`config.mk`:
```
export PLATFORM = sky130hd
export DESIGN_NAME = dispense_scheduler
export DESIGN_NICKNAME = d
export VERILOG_FILES = /design/src/rtl/dispense_pkg.sv /design/src/rtl/dispense_scheduler_rr_arbiter.sv /design/src/rtl/dispense_scheduler.sv
export SDC_FILE = /design/constraint.sdc
export NUM_CORES = 1
export LEC_CHECK = 0
export CORE_MARGIN = 2
export CORE_UTILIZATION = 52
export DETAILED_ROUTE_END_ITERATION = 7
export GPL_TIMING_DRIVEN = 1
export PLACE_DENSITY = 0.82
export RECOVER_POWER = 100
export SYNTH_ARGS = -nofsm -noshare
export SYNTH_HDL_FRONTEND = slang
export SYNTH_HIERARCHICAL = 1
export SYNTH_SLANG_ARGS = --single-unit
```
`constraint.sdc`:
```
create_clock -name CLOCK_50 -period 2.3 [get_ports CLOCK_50]
set_input_delay 0.23 -clock CLOCK_50 [delete_from_list [all_inputs] [get_ports CLOCK_50]]
set_output_delay 0.23 -clock CLOCK_50 [all_outputs]
set_load 0.005 [all_outputs]
```
`src/rtl/dispense_pkg.sv`:
```
// Shared dispenser definitions: scheduler state encoding
// and default pulse/gap timing used by the clock/timer blocks.
package dispense_pkg;

  typedef enum logic [1:0] {
    IDLE = 2'b00,
    FIRE = 2'b01,
    GAP  = 2'b10
  } state_t;

  localparam int PULSE_1S  = 50000000;
  localparam int GAP_200MS = 10000000;

endpackage

```
`src/rtl/dispense_scheduler_rr_arbiter.sv`:
```
// Combinational round-robin pick: first set request at or above
// i_ptr, wrapping. Ports: i_req, i_ptr in; o_gnt (one-hot), o_idx out.
module rr_arbiter #(
  parameter int N  = 2,
  parameter int PW = (N > 1) ? $clog2(N) : 1
) (
  input  logic [N-1:0]  i_req,
  input  logic [PW-1:0] i_ptr,
  output logic [N-1:0]  o_gnt,
  output logic [PW-1:0] o_idx
);

  logic [PW:0]   w_sum;
  logic [PW-1:0] w_j;
  logic          w_found;

  always_comb begin
    o_gnt   = '0;
    o_idx   = '0;
    w_found = 1'b0;
    w_sum   = '0;
    w_j     = '0;
    for (int k = 0; k < N; k++) begin
      w_sum = {1'b0, i_ptr} + (PW+1)'(k);
      if (w_sum >= (PW+1)'(N))
        w_sum = w_sum - (PW+1)'(N);
      w_j = w_sum[PW-1:0];
      if (!w_found && i_req[w_j]) begin
        w_found    = 1'b1;
        o_gnt[w_j] = 1'b1;
        o_idx      = w_j;
      end
    end
  end

endmodule

```
`src/rtl/dispense_scheduler.sv`:
```
// Turns slot edges + manual requests into pending doses and fires
// them one at a time. Ports: CLOCK_50, reset(n), slot levels, per-module
// schedule masks, manual_req in; port, busy, pending, dup_err out.
module dispense_scheduler
  import dispense_pkg::*;
#(
  parameter int NUM_MODULES  = 2,
  parameter int PULSE_CYCLES = PULSE_1S,
  parameter int GAP_CYCLES   = GAP_200MS,
  parameter int CNT_W        = 31
) (
  input  logic                   CLOCK_50,
  input  logic                   reset,
  input  logic                   morningP,
  input  logic                   afternoonP,
  input  logic                   eveningP,
  input  logic [NUM_MODULES-1:0] sched_m,
  input  logic [NUM_MODULES-1:0] sched_a,
  input  logic [NUM_MODULES-1:0] sched_e,
  input  logic [NUM_MODULES-1:0] manual_req,
  output logic [NUM_MODULES-1:0] port,
  output logic                   busy,
  output logic [NUM_MODULES-1:0] pending,
  output logic                   dup_err
);

  localparam int N  = NUM_MODULES;
  localparam int PW = (N > 1) ? $clog2(N) : 1;
  localparam logic [CNT_W-1:0] P_LAST = CNT_W'(PULSE_CYCLES - 1);
  localparam logic [CNT_W-1:0] G_LAST = CNT_W'(GAP_CYCLES - 1);

  state_t           r_state;
  logic [CNT_W-1:0] r_cnt;
  logic [PW-1:0]    r_ptr;
  logic [N-1:0]     r_port;
  logic             r_busy;
  logic [N-1:0]     r_pending;
  logic             r_dup;
  logic [2:0]       r_slot_q;
  logic [2:0]       r_slot_d;

  logic [2:0]       w_edge;
  logic [N-1:0]     w_req;
  logic [N-1:0]     w_clr;
  logic [N-1:0]     w_gnt;
  logic [PW-1:0]    w_idx;

  // Slot index 0/1/2 = morning/afternoon/evening
  assign w_edge = r_slot_q & ~r_slot_d;

  assign w_req = ({N{w_edge[0]}} & sched_m)
               | ({N{w_edge[1]}} & sched_a)
               | ({N{w_edge[2]}} & sched_e)
               | manual_req;

  assign w_clr = (r_state == IDLE) ? w_gnt : '0;

  rr_arbiter #(.N(N), .PW(PW)) u_arb (
    .i_req (r_pending),
    .i_ptr (r_ptr),
    .o_gnt (w_gnt),
    .o_idx (w_idx)
  );

  always_ff @(posedge CLOCK_50 or negedge reset) begin
    if (!reset) begin
      r_slot_q  <= '0;
      r_slot_d  <= '0;
      r_pending <= '0;
      r_dup     <= 1'b0;
    end else begin
      r_slot_q  <= {eveningP, afternoonP, morningP};
      r_slot_d  <= r_slot_q;
      // A new request in the clearing cycle re-arms the flag
      r_pending <= (r_pending & ~w_clr) | w_req;
      if (|(w_req & r_pending & ~w_clr))
        r_dup <= 1'b1;
    end
  end

  always_ff @(posedge CLOCK_50 or negedge reset) begin
    if (!reset) begin
      r_state <= IDLE;
      r_cnt   <= '0;
      r_ptr   <= '0;
      r_port  <= '0;
      r_busy  <= 1'b0;
    end else begin
      unique case (r_state)
        IDLE: begin
          r_port <= '0;
          if (|r_pending) begin
            r_cnt   <= '0;
            r_port  <= w_gnt;
            r_ptr   <= (w_idx == PW'(N-1)) ? '0 : w_idx + PW'(1);
            r_busy  <= 1'b1;
            r_state <= FIRE;
          end
        end
        FIRE: begin
          if (r_cnt == P_LAST) begin
            r_cnt   <= '0;
            r_port  <= '0;
            r_state <= GAP;
          end else begin
            r_cnt <= r_cnt + CNT_W'(1);
          end
        end
        GAP: begin
          r_port <= '0;
          if (r_cnt == G_LAST) begin
            r_cnt   <= '0;
            r_busy  <= 1'b0;
            r_state <= IDLE;
          end else begin
            r_cnt <= r_cnt + CNT_W'(1);
          end
        end
        default: begin
          r_cnt   <= '0;
          r_port  <= '0;
          r_busy  <= 1'b0;
          r_state <= IDLE;
        end
      endcase
    end
  end

  assign port    = r_port;
  assign busy    = r_busy;
  assign pending = r_pending;
  assign dup_err = r_dup;

endmodule

```
==> reports/results.tsv <==
stage	metric	value	unit
run_status	status	finished, final reports clean	
final_layout	nets	307	
route	drc	0	
floorplanning	start_util	53.1	%
final_layout	fin_util	62.7	%
placement	dp_slack	0.0211	ns
power	leakage	1.24	nW
worst_setup_path	crit_type	reg2reg	
logic_synthesis	synth_cells	251	
worst_setup_path	cpPeakStageDelay	0.57	ns
worst_setup_path	path_common_cell	buf_4	
final_layout	stdcell_area	0.00292	mm^2
clock_tree	cts_root_buf	clkbuf_8	
worst_setup_path	path_cells	or4_4 > nor4_4 > buf_4 > a31oi_4 > buf_4 > o2111ai_1 > o311ai_0	
job	maxCapViolCount	0	
worst_setup_path	crit_family	simple AND/OR/NAND/NOR gates	
worst_setup_path	cp.buffers_inverters	2	
logic_synthesis	ys_seq_elements	46	
final_layout	drive_gt1_share	13.4	%
min_path	hold_depth	0	
worst_setup_path	crit_cells	7	
logic_synthesis	synth-edff-count	0	
route	ant_nets	0	
route	wl_per_cell	15.6	um
worst_setup_path	slowest_stage	or4_4	
route	vias_per_cell	5.97	
logic_synthesis	synth.most_common_cell	dfrtp_1	
grt	grt_pass1_wl	9.22	mm
grt	grt_pass1_vias	1951	
route	wl	5.36	mm
floorplanning	die-area	0.00533	mm^2
logic_synthesis	synth_nets	268	
clock_tree	clock-sinks	46	
sta	fin_skew	0.0111	ns
logic_synthesis	yosysSeqAreaShare	46.5	%
route	drt_pass1_iterations	4	
worst_setup_path	start_kind	flip-flop	
route	drtIter0Drc	105	
sta	setup_ws	0.0601	ns
placement	place_hpwl	3.74	mm
clock_tree	cts_tree	built	
worst_setup_path	rr_endpoint	r_cnt[8]	
worst_setup_path	crit_fanout	6	
worst_setup_path	worstReg2RegStart	r_cnt[8]	
logic_synthesis	synth_cell_types	43	
power	pwr_density_cell	454	mW/mm^2
sta	tightest_slew	1.11	ns
grt	grt_use_total	22.5	%
sta	hold_viol	0	
sta	drv_slew	0	
final_layout	synthToLayoutAreaGrowth	18.0	%
placement	placed_area	0.00281	mm^2
route	vias	2054	
logic_synthesis	async_flop_share	100	%
sta	fmax	0.446	GHz
sta	slew_headroom	26.0	%
worst_setup_path	r2r_slack	0.06	ns
logic_synthesis	synth_top_area_share	46.5	%
floorplanning	die_h	73.0	um
floorplanning	io_pins	19	
sta	min_period	2.24	ns
sta	setup_violations	0	
worst_setup_path	cp.required	2.47	ns
power	finalPower	1.33	mW
logic_synthesis	synth_top_cell_by_area	dfrtp_1	
grt	grt_max_degree	29	
grt	overflow	0	
sta	post-route-period-util	97.4	%
floorplanning	rows	25	
logic_synthesis	yosysWarnings	6	
power	peakVddDrop	349	uV
floorplanning	die_width	73.0	um
logic_synthesis	syn_area	0.00248	mm^2
clock_tree	cts.reportedPaths.clkPinSlew	0.09	ns
worst_setup_path	crit_start	r_cnt[8]	
min_path	hp-class	reg2reg	
grt	antenna_found_initial	0	
clock_tree	clock_path_buffers	2	
worst_setup_path	end_kind	flip-flop	
placement	portBuffers	18	
floorplanning	core_area	0.00466	mm^2
logic_synthesis	ys_top_cells_by_area	dfrtp_1 46%, nand2_1 4.9%, xor2_1 4.6%	
final_layout	fillers	385	
clock_tree	clk_latency	0.30	ns
worst_setup_path	critPathCapture	r_cnt[8]	
worst_setup_path	rr_worst_depth	7	
placement	gp_congestion	0.840	
clock_tree	numCtsBuffers	5	
min_path	min_from	r_slot_q[0]	
clock_tree	htree_levels	2	
final_layout	num_antenna_cells	0	
logic_synthesis	syn_avg_cell_area	9.87	um^2
worst_setup_path	critPathArrivalTime	2.41	ns
logic_synthesis	ys.flop_type	dfrtp_1	
logic_synthesis	ys_top_cells_by_count	46 x dfrtp_1, 32 x nand2_1, 16 x a21oi_1	
==> stage by stage <==
stage	hold WS, ns	std cells	setup TNS (ns)
2_1_floorplan	-0.0656	251	0
3_3_place_gp	0.200	332	0
3_5_place_dp	0.200	332	0
4_1_cts	0.376	340	0
5_1_grt	0.395	344	-0.0109
6_report	0.377	344	0
==> how the worst min path moves through the flow <==
| stage | end |
|---|---|
| 6_report | r_slot_d[0] |
| 5_1_grt | r_slot_d[2] |
| 4_1_cts | r_slot_d[2] |
| 3_5_place_dp | dup_err |
| 3_3_place_gp | dup_err |
| 2_1_floorplan | busy |
==> sequential cells by signal, summed over array words and instances, names as in the netlist <==
name,flops
busy,1
dup_err,1
pending,2
port,2
r_cnt,31
r_ptr,1
r_slot_d,3
r_slot_q,3
r_state,2
==> worst reg2reg max path, cell delays in order (launching register included) <==
cell,delay [ns]
dfrtp_1,0.45
or4_4,0.57
nor4_4,0.27
buf_4,0.18
a31oi_4,0.13
buf_4,0.18
o2111ai_1,0.19
o311ai_0,0.15
==> timing repair <==
action	4_1_cts	5_1_grt
setup buffers	0	4
endpoints found under the setup margin	0	29
resized for setup	0	3
hold endpoints to repair	18	0
hold buffers	1	0
==> cell type report <==
cell class                      count  area [um^2]  share of cell area (%)
Multi-Input combinational cell    184         1220                    41.8
Sequential cell                    46         1150                    39.4
Timing Repair Buffer               43          365                    12.5
Clock buffer                        5         68.8                    2.36
Tap cell                           54         67.6                    2.31
Inverter                           10         37.5                    1.28
Clock inverter                      2         10.0                   0.343
==> cells by family after synthesis <==
family / synth area share, %
AOI/OAI and AO/OA: 19.5
and+or+nand+nor: 22.6
xor gates and xnor gates: 4.95
adders and majority gates: 2.02
DFF: 46.5
buffers and inverters: 4.45
==> per-layer routing <==
metal | GRT usage [%] | wire length (um)
met5 | 0 | 0
met4 | 6.58 | 51
met3 | 5.25 | 176
met2 | 36.1 | 2680
met1 | 30.4 | 2450
==> power by group <==
group	total [mW]	switching, mW	internal [mW]	leakage (nW)
Clock	0.469	0.264	0.204	0.0438
Sequential	0.815	0.00184	0.813	0.583
Combinational	0.0440	0.0232	0.0208	0.615
==> cells in the final DEF (no fill, tap or decap), types with 2 or more instances in the layout <==
| master | n |
|---|---|
| nand4_1 | 11 |
| clkinv_2 | 2 |
| clkdlybuf4s50_1 | 9 |
| o211ai_1 | 7 |
| a31oi_4 | 2 |
| o21ai_0 | 12 |
| or4_1 | 2 |
| or3_1 | 7 |
| o311ai_0 | 3 |
| xor2_1 | 13 |
| clkbuf_2 | 3 |
| o31ai_1 | 3 |
| nor3_1 | 8 |
| nor4b_1 | 2 |
| a22oi_1 | 9 |
| ha_1 | 4 |
| nand2_1 | 32 |
| dlygate4sd3_1 | 9 |
| clkbuf_8 | 5 |
| dfrtp_1 | 46 |
| inv_1 | 10 |
| o32a_1 | 3 |
| clkbuf_1 | 2 |
| a21boi_1 | 2 |
| and4_1 | 4 |
| and2_1 | 3 |
| o2111ai_1 | 3 |
| and3_1 | 3 |
| buf_4 | 19 |
| nor2_1 | 5 |
| nand3_1 | 12 |
| nor2b_1 | 3 |
| a21oi_1 | 16 |
(Power assumes the default switching activity.)
